## config.mk

```make
export PLATFORM = sky130hd
export DESIGN_NAME = count_seq_ctrl
export DESIGN_NICKNAME = d
export VERILOG_FILES = /design/src/rtl/count_seq_pkg.sv /design/src/rtl/up_count_clr.sv /design/src/rtl/count_seq_ctrl.sv
export SDC_FILE = /design/constraint.sdc
export NUM_CORES = 1
export LEC_CHECK = 0
export BUFFER_PORTS_ARGS = -buffer_cell sky130_fd_sc_hd__buf_2
export CAP_MARGIN = 40
export CORE_MARGIN = 3
export CORE_UTILIZATION = 40
export CTS_CLUSTER_DIAMETER = 40
export DETAILED_ROUTE_END_ITERATION = 7
export PLACE_DENSITY = 0.71
export SLEW_MARGIN = 20
export SYNTH_ARGS = -nofsm -noshare
export SYNTH_HDL_FRONTEND = slang
export SYNTH_HIERARCHICAL = 1
export SYNTH_SLANG_ARGS = --single-unit
```

## constraint.sdc

```tcl
create_clock -name clk -period 4.5 [get_ports clk]
set_input_delay 0.675 -clock clk [delete_from_list [all_inputs] [get_ports clk]]
set_output_delay 0.675 -clock clk [all_outputs]
set_load 0.01 [all_outputs]
```

## src/rtl/count_seq_pkg.sv

```systemverilog
// count_seq_pkg: shared state encoding and default widths for the count sequencer
package count_seq_pkg;
    localparam int WIDTH_D = 4;
    localparam int REP_W_D = 4;
    typedef enum logic [1:0] {IDLE = 2'd0, RUN = 2'd1, DONE = 2'd2} state_t;
endpackage

```

## src/rtl/up_count_clr.sv

```systemverilog
// up_count_clr: up-counter with synchronous clear taking priority over enable
module up_count_clr #(
    parameter int WIDTH = 4
) (
    input  logic             clk,
    input  logic             clr,
    input  logic             en,
    output logic [WIDTH-1:0] count
);
    always_ff @(posedge clk)
        count <= clr ? '0 : en ? count + 1'b1 : count;
endmodule

```

## src/rtl/count_seq_ctrl.sv

```systemverilog
// count_seq_ctrl: runs the up-counter through repeated wrapping periods with tick/done reporting
module count_seq_ctrl
    import count_seq_pkg::*;
#(
    parameter int WIDTH = WIDTH_D,
    parameter int REP_W = REP_W_D
) (
    input  logic             clk,
    input  logic             reset,
    input  logic             start,
    input  logic             stop,
    input  logic [WIDTH-1:0] term,
    input  logic [REP_W-1:0] reps,
    output logic [WIDTH-1:0] count,
    output logic             tick,
    output logic [REP_W-1:0] rep_cnt,
    output logic             busy,
    output logic             done
);
    state_t           state;
    logic [WIDTH-1:0] term_q;
    logic [REP_W-1:0] reps_q;
    logic             last;

    assign tick = (state == RUN) && (count == term_q);
    assign busy = state != IDLE;
    assign done = state == DONE;
    assign last = tick && (reps_q != '0) && (rep_cnt == reps_q - 1'b1);

    // clearing in every non-RUN state covers start, stop, DONE and the illegal encoding
    up_count_clr #(.WIDTH(WIDTH)) u_cnt (
        .clk  (clk),
        .clr  (reset || state != RUN || tick || stop),
        .en   (state == RUN),
        .count(count)
    );

    always_ff @(posedge clk) begin
        if (reset) begin
            state   <= IDLE;
            term_q  <= '0;
            reps_q  <= '0;
            rep_cnt <= '0;
        end else begin
            case (state)
                IDLE: if (start) begin
                    state   <= RUN;
                    term_q  <= term;
                    reps_q  <= reps;
                    rep_cnt <= '0;
                end
                RUN: if (stop) state <= IDLE;
                else if (tick) begin
                    rep_cnt <= rep_cnt + 1'b1;
                    if (last) state <= DONE;
                end
                default: state <= IDLE;
            endcase
        end
    end
endmodule

```

# After elaboration in Yosys (flattened, before gate mapping)
# Cells that the tools add are included.
# totals
wordCells,40
reg_bits,18
# classes
add_sub_neg,3
n_eq_ne,10
reduce_logical,13
n_mux,9
# op_table
operator,count
4-bit two-way mux,3
"4-bit by 1-bit adder with 4-bit output, second input constant",2
4-bit equality test,2
2-bit two-way mux,4
4-bit case mux with 2 select lines,1
"2-bit inequality test, second input constant",3
"3-bit inequality test, second input constant",2
2-bit case mux with 2 select lines,1
4-bit AND reduction,1
2-bit nonzero test,2
4-bit nonzero test,1
"4-bit by 1-bit subtractor with 4-bit output, second input constant",1
1-bit logical AND,3
1-bit logical OR,3
3-bit AND reduction,1
"2-bit by 1-bit equality test with 1-bit output, second input constant",1
"2-bit equality test, second input constant",1
2-bit logical NOT,1
"2-bit by 1-bit inequality test with 1-bit output, second input constant",1
2-bit AND reduction,1

# Depth between registers and ports, before layout
# Gate-level depths: netlist (run 1).
# depth
word_depth,8
mapped_depth,5
depth_no_buf,5

# Hierarchy
# Netlist (run 1), hierarchy kept.
# modules_own_cells
module,seq_area_each_um2,cells_each,instances,area_per_inst_um2
count_seq_ctrl,280.3,84,1,799.5
up_count_clr,80.1,16,1,178.9

# Worst setup path before layout (run 1)
# No wires, ideal clock.
# synth_timing
path_type,flip-flop to output port
startpoint,register u_cnt.count[1]
endpoint,output tick
path_stages_with_launch,4
n_path_buf,0
t_required_ps,3825
arrival_ps,1004
slack_ps,2821
path_cell_list,dfxtp_1 > xnor2_4 > nand4_1 > nor2_1
# synth_between
elab_chain_cells,2
# synth_lines
item,line,source
start: declaration,up_count_clr.sv:8,output logic [WIDTH-1:0] count
start signal: assignment,up_count_clr.sv:11,count <= clr ? '0 : en ? count + 1'b1 : count;
4-bit equality test,count_seq_ctrl.sv:25,assign tick = (state == RUN) && (count == term_q);
1-bit logical AND,count_seq_ctrl.sv:25,
end: declaration,count_seq_ctrl.sv:15,"output logic tick,"
# Every way passes these cells.

# Worst setup path in the final report (run 1)
# Same ends and word-level chain as after synthesis.

==> results of run 1 <==
-- cell usage in the layout (no fill, tap or decap), types with 2 or more instances in the layout --
| cell | instances |
|---|---|
| buf_2 | 22 |
| dfxtp_1 | 18 |
| nor2_1 | 16 |
| mux2i_1 | 8 |
| xnor2_1 | 6 |
| a21oi_1 | 5 |
| ha_1 | 4 |
| nand2b_1 | 3 |
| inv_1 | 3 |
| xnor2_2 | 3 |
| nor3b_1 | 3 |
| clkbuf_4 | 3 |
| nor2b_1 | 2 |
| nor3_1 | 2 |
| nand2_1 | 2 |
| nand3_1 | 2 |
| o21ai_0 | 2 |
| nand3b_1 | 2 |
-- report_power, final --
group / internal [mW] / leakage (nW) / switching [mW]
Sequential: 0.165 / 0.147 / 0.00655
Clock: 0.0493 / 0.0210 / 0.0513
Combinational: 0.0264 / 0.324 / 0.0266
Total: 0.241 / 0.492 / 0.0844
-- synth_stat cells, drive strengths merged --
cell / count
a21bo: 1
a21boi: 1
mux2: 1
xor2: 1
or2: 1
a21o: 1
nor2b: 2
buf: 1
mux2i: 8
and4: 2
nor3: 2
nor2: 16
nand2: 2
or4: 1
o21ai: 2
ha: 4
nor3b: 3
a41oi: 1
xnor2: 10
nand3: 2
clkbuf: 1
a21oi: 5
dfxtp: 18
nand3b: 2
nand4: 2
or3: 1
o31ai: 1
inv: 3
nand2b: 3
a2111oi: 1
a311oi: 1
-- cell families (layout without fill, tap and decap cells) --
group / Yosys count / count (layout) / share of synthesized area
buffers and inverters: 5 / 30 / 0.02045
XOR/XNOR: 11 / 11 / 0.1407
adder cells (fa/ha/maj): 4 / 4 / 0.05115
AND/OR/NAND/NOR: 39 / 39 / 0.2187
AO/OA/AOI/OAI: 14 / 14 / 0.1036
multiplexers: 9 / 9 / 0.09719
flip-flops: 18 / 18 / 0.3683
-- registers in the layout, summed over array words and instances, names as in the netlist --
name,count
reps_q,4
term_q,4
rep_cnt,4
u_cnt/count,4
state,2
-- through the flow --
stage / hold WS (ps) / total power, mW
floorplan: 505.1 / 0.2129
global placement: 501.4 / 0.2257
detailed placement: 521.4 / 0.2282
CTS: 539.0 / 0.3301
global route: 596.6 / 0.3432
finish: 531.2 / 0.3251
-- layout make-up --
| cell class | instances | area, um^2 |
|---|---|---|
| fill | 218 | 1117 |
| multi-input combinational | 77 | 598.1 |
| sequential | 18 | 360.3 |
| timing repair buffer | 23 | 117.6 |
| clock buffer | 4 | 36.28 |
| tap | 28 | 35.03 |
| inverter | 3 | 11.26 |
-- final timing paths --
kind                                                 to  cells after the start  slack (ps)                        start
worst max register to register    state[1]$_SDFFE_PP0P_                      5        2790       reps_q[0]$_SDFFE_PP0P_
worst max-delay path                               tick                      4        2320  u_cnt/count[1]$_SDFFE_PP0P_
worst min-delay path            rep_cnt[3]$_SDFFE_PP0P_                      2         530      rep_cnt[3]$_SDFFE_PP0P_
worst min register to register  rep_cnt[3]$_SDFFE_PP0P_                      2         530      rep_cnt[3]$_SDFFE_PP0P_
-- worst max-delay path, delay by kind of cell, from the launching register on --
kind          cells  cell delay, ps
buf+inv           1             180
xor+xnor          1             160
simple gates      2             350
flops             1             510
-- per-layer routing --
| metal | wire length [um] | up-vias |
|---|---|---|
| li1 | - | 401 |
| met1 | 909 | 358 |
| met2 | 1011 | 23 |
| met3 | 97 | 2 |
| met4 | 13 | 0 |
| met5 | 0 | - |
==> results.yml, run 1 <==
clocking:
  cts_max_path_buffers: 2
  hold_buffers: 0
  cts_tree: "done"
  worstSkewPairLatency_ps: 290
  path_clk_slew_ps: 100
  numClockSinks: 18
  cts_made_buffers: 3
  htree_num_levels: 1
  post-cts-setup-buffer-count: 0
  cts_resized: 0
  cts-root-buf: "clkbuf_4"
floorplanning:
  num_rows: 17
  die_x_um: 55.46
  fp.dieArea_um2: 3076
  pin_count: 23
  coreArea_um2: 2276
  start_util: 0.4299
  fp.dieH_um: 55.46
placement:
  gp_congestion: 0.7523
  dpl_cell_area_um2: 1122
  dp.cells: 149
  port-buffer-count: 22
  dp_slack_ps: 2664
  dp_hpwl_mm: 1.539
final_layout:
  finalNonFillerCells: 153
  nets: 142
  drive_gt1_frac: 0.2960
  antenna_cells: 0
  synthToLayoutAreaGrowth_pct: 18.41
  fin_util: 0.5091
  final_area_um2: 1159
grt:
  use_met3: 0.04673
  gr-total-overflow: 0
  met1_usage: 0.1705
  grt_max_degree: 15
  first_global_vias: 816
  grt_antenna_before_repair: 0
  grt_first_pass_wirelength_mm: 3.588
  grt_use_met2: 0.2500
  grt_busiest_layer: "met2"
  track_usage: 0.1450
logic_synthesis:
  yosysTopAreaCell: "dfxtp_1"
  yosysSeqAreaShare: 0.3683
  netlist_area_um2: 978.4
  syn_inst: 100
  synth_area_leaders: "dfxtp_1 37%, mux2i_1 8.2%, nor2_1 6.1%, xnor2_1 5.4%, ha_1 5.1%"
  synth_cell_types: 35
  synth_top_area_frac: 0.3683
  yosys_warnings: 6
  synth-seq-cells: 18
  synth_nets: 116
  postSynthAreaPerCell_um2: 9.784
timing:
  finalSetupViolCount: 0
  hold_viol_final: 0
  max-slew-margin-rel: 0.6346
  maxSlewViolCount: 0
  fin_tns_setup_ps: 0
  rsz0062_at_grt: "false"
  finalClockSkew_ps: 1.239
  setup_ws_ps: 2321
  fmax_mhz: 459.0
  tightest_slew_ps: 534.2
  post-route-min-period_ps: 2179
  period_share: 0.4842
drt:
  vias: 784
  wl_mm: 2.031
  post_drt_wl_per_cell_um: 13.27
  drtAntennaViolNets: 0
  first_iter_violations: 27
  route.detailed.drc: 0
  viasPerCell: 5.124
  dr.pass1.iters: 4
setup_path:
  cp_cell_sequence: "xnor2_4 -> nand4_1 -> nor2_1 -> buf_2"
  worst_path_max_delay_cell: "dfxtp_1"
  worstPathRequired_ps: 3830
  critPathMaxFanout: 5
  critPathCaptureType: "primary output"
  path_class: "reg -> out"
  worst_path_largest_cell_delay_ps: 510
  critPathLaunchType: "flip-flop"
  arrival_ps: 1500
worst_hold_path:
  worstHoldPathType: "reg -> reg"
power:
  irDropWorstVdd_mv: 0.2232
  p_leak_nw: 0.4920
  powerDensity_nw_per_um2: 280.6
status:
  status: "completed"
job:
  max_cap_violations: 0
Power figures use the tool's default switching activity.
==> inputs of run 2 (changes only) <==
==> constraint.sdc (replaced) <==
create_clock -name clk -period 2.2 [get_ports clk]
set_input_delay 0.33 -clock clk [delete_from_list [all_inputs] [get_ports clk]]
set_output_delay 0.33 -clock clk [all_outputs]
set_load 0.01 [all_outputs]
==> run 2 against run 1 <==
Against the previous run: final cell count decreased by 0.65%; wire length decreased by 9.6%; total power increased by 89%; sequential power increased by 100%; clock skew increased by 2.0 ps; worst setup slack got worse by 1900 ps; clock-buffer cell count decreased by 1; critical path type unchanged; largest power group unchanged; highest routed layer unchanged.
==> results.yml, run 2 (synthesis results as in run 1) <==
setup_path:
  critPathMaxFanout: 5
  worst_path_largest_cell_delay_ps: 500
  worst-path-stages: 4
  rrSetupSlack_ps: 570
  cp_cell_sequence: "xnor2_4 -> nand4_1 -> nor2_1 -> buf_2"
  critPathLaunchType: "flip-flop"
  critPathCaptureType: "primary output"
  path_delay_family: "flip-flops"
  crit_buf_inv: 1
  worst_path_max_delay_cell: "dfxtp_1"
  r2r_cells: 5
  worstPathRequired_ps: 1870
  path_class: "reg -> out"
  arrival_ps: 1440
clocking:
  worstSkewPairLatency_ps: 290
  cts_made_buffers: 3
  cts_max_path_buffers: 2
  post-cts-setup-buffer-count: 0
  cts_resized: 0
  cts_tree: "done"
  cts-root-buf: "clkbuf_4"
  htree_num_levels: 1
  path_clk_slew_ps: 90
  numClockSinks: 18
  hold_buffers: 0
drt:
  first_iter_violations: 17
  dr.pass1.iters: 4
  route.detailed.drc: 0
  post_drt_wl_per_cell_um: 12.09
  viasPerCell: 5.099
  drtAntennaViolNets: 0
  wl_mm: 1.837
  vias: 775
timing:
  post-route-min-period_ps: 1768
  fmax_mhz: 565.8
  max-slew-margin-rel: 0.6553
  finalClockSkew_ps: 3.286
  maxSlewViolCount: 0
  rsz0062_at_grt: "false"
  hold_viol_final: 0
  holdWs_ps: 262.6
  setup_ws_ps: 432.4
  fin_tns_setup_ps: 0
  period_share: 0.8034
  tightest_slew_ps: 504.0
  finalSetupViolCount: 0
final_layout:
  mostFrequentLayoutCells: "22 x buf_2, 18 x dfxtp_1, 16 x nor2_1, 8 x mux2i_1, 6 x xnor2_1"
  nets: 142
  antenna_cells: 0
  mostFrequentLayoutCell: "buf_2"
  synthToLayoutAreaGrowth_pct: 17.01
  finalNonFillerCells: 152
  drive_gt1_frac: 0.2903
power:
  pwr-share-clk: 0.257
  swShare: 0.2602
  power_mw: 0.6146
  p_comb_frac: 0.173
  irDropWorstVdd_mv: 0.3172
  p_leak_nw: 0.4848
  powerDensity_nw_per_um2: 536.8
  p_seq_frac: 0.570
  power_switching_mw: 0.1599
  intPower_mw: 0.4546
floorplanning:
  fp.dieArea_um2: 3076
  die_x_um: 55.46
  coreArea_um2: 2276
  pin_count: 23
  start_util: 0.4299
  fp.dieH_um: 55.46
  num_rows: 17
placement:
  dp_slack_ps: 573.5
  dp.cells: 149
  dp_hpwl_mm: 1.468
  gp_congestion: 0.7721
  port-buffer-count: 22
worst_hold_path:
  worstHoldPathType: "in -> reg"
  holdPathStages: 3
job:
  max_cap_violations: 0
status:
  status: "completed"
grt:
  grt_first_pass_wirelength_mm: 3.070
  grt_antenna_before_repair: 0
  first_global_vias: 687
  gr-total-overflow: 0
  track_usage: 0.1273
  grt_max_degree: 15
-- run 2: cell count changes in the layout (fill, tap and decap cells not counted), sizes merged --
| cell | before | now |
|---|---|---|
| clkbuf | 4 | 3 |
-- run 2: cell type report --
cell class | count | area (um^2)
Clock buffer | 3 | 22.52
Fill cell | 215 | 1131
Inverter | 3 | 11.26
Multi-Input combinational cell | 77 | 598.1
Sequential cell | 18 | 360.3
Tap cell | 28 | 35.03
Timing Repair Buffer | 23 | 117.6
-- run 2: stage by stage --
| step | utilization | area (um^2) |
|---|---|---|
| 5_1_grt | 0.5030 | 1145 |
| 4_1_cts | 0.5030 | 1145 |
| 3_3_place_gp | 0.4931 | 1122 |
| 2_1_floorplan | - | 978.4 |
| 6_report | 0.5030 | 1145 |
| 3_5_place_dp | 0.4931 | 1122 |
-- run 2: path summary, 6_finish.rpt --
kind | end | startpoint
max reg2reg | state[1]$_SDFFE_PP0P_ | reps_q[0]$_SDFFE_PP0P_
min reg2reg | rep_cnt[3]$_SDFFE_PP0P_ | rep_cnt[3]$_SDFFE_PP0P_
min | reps_q[1]$_SDFFE_PP0P_ | reps[1]
max | tick | u_cnt/count[1]$_SDFFE_PP0P_
-- run 2: worst register-to-register path: cells and delay by family (launching register included) --
family                     cells  cell delay [ps]
xor gates and xnor gates       1              120
AOI/OAI and AO/OA              1              460
adders and majority gates      1              300
DFF                            1              370
and+or+nand+nor                1              250
buffers and inverters          1               80
-- run 2: per-layer routing --
| metal | GRT usage | part of all wire |
|---|---|---|
| met1 | 0.1467 | 0.45 |
| met5 | 0 | 0 |
| met2 | 0.2061 | 0.48 |
| met4 | 0.07292 | 0.019 |
| met3 | 0.03972 | 0.050 |
-- run 2: power by group through the flow --
stage               sequential, mW  clock (mW)  combinational [mW]
floorplan                    0.356           0              0.0795
global placement             0.358           0               0.104
detailed placement           0.358           0               0.107
CTS                          0.351       0.169               0.108
global route                 0.352       0.188               0.117
finish                       0.350       0.158               0.106
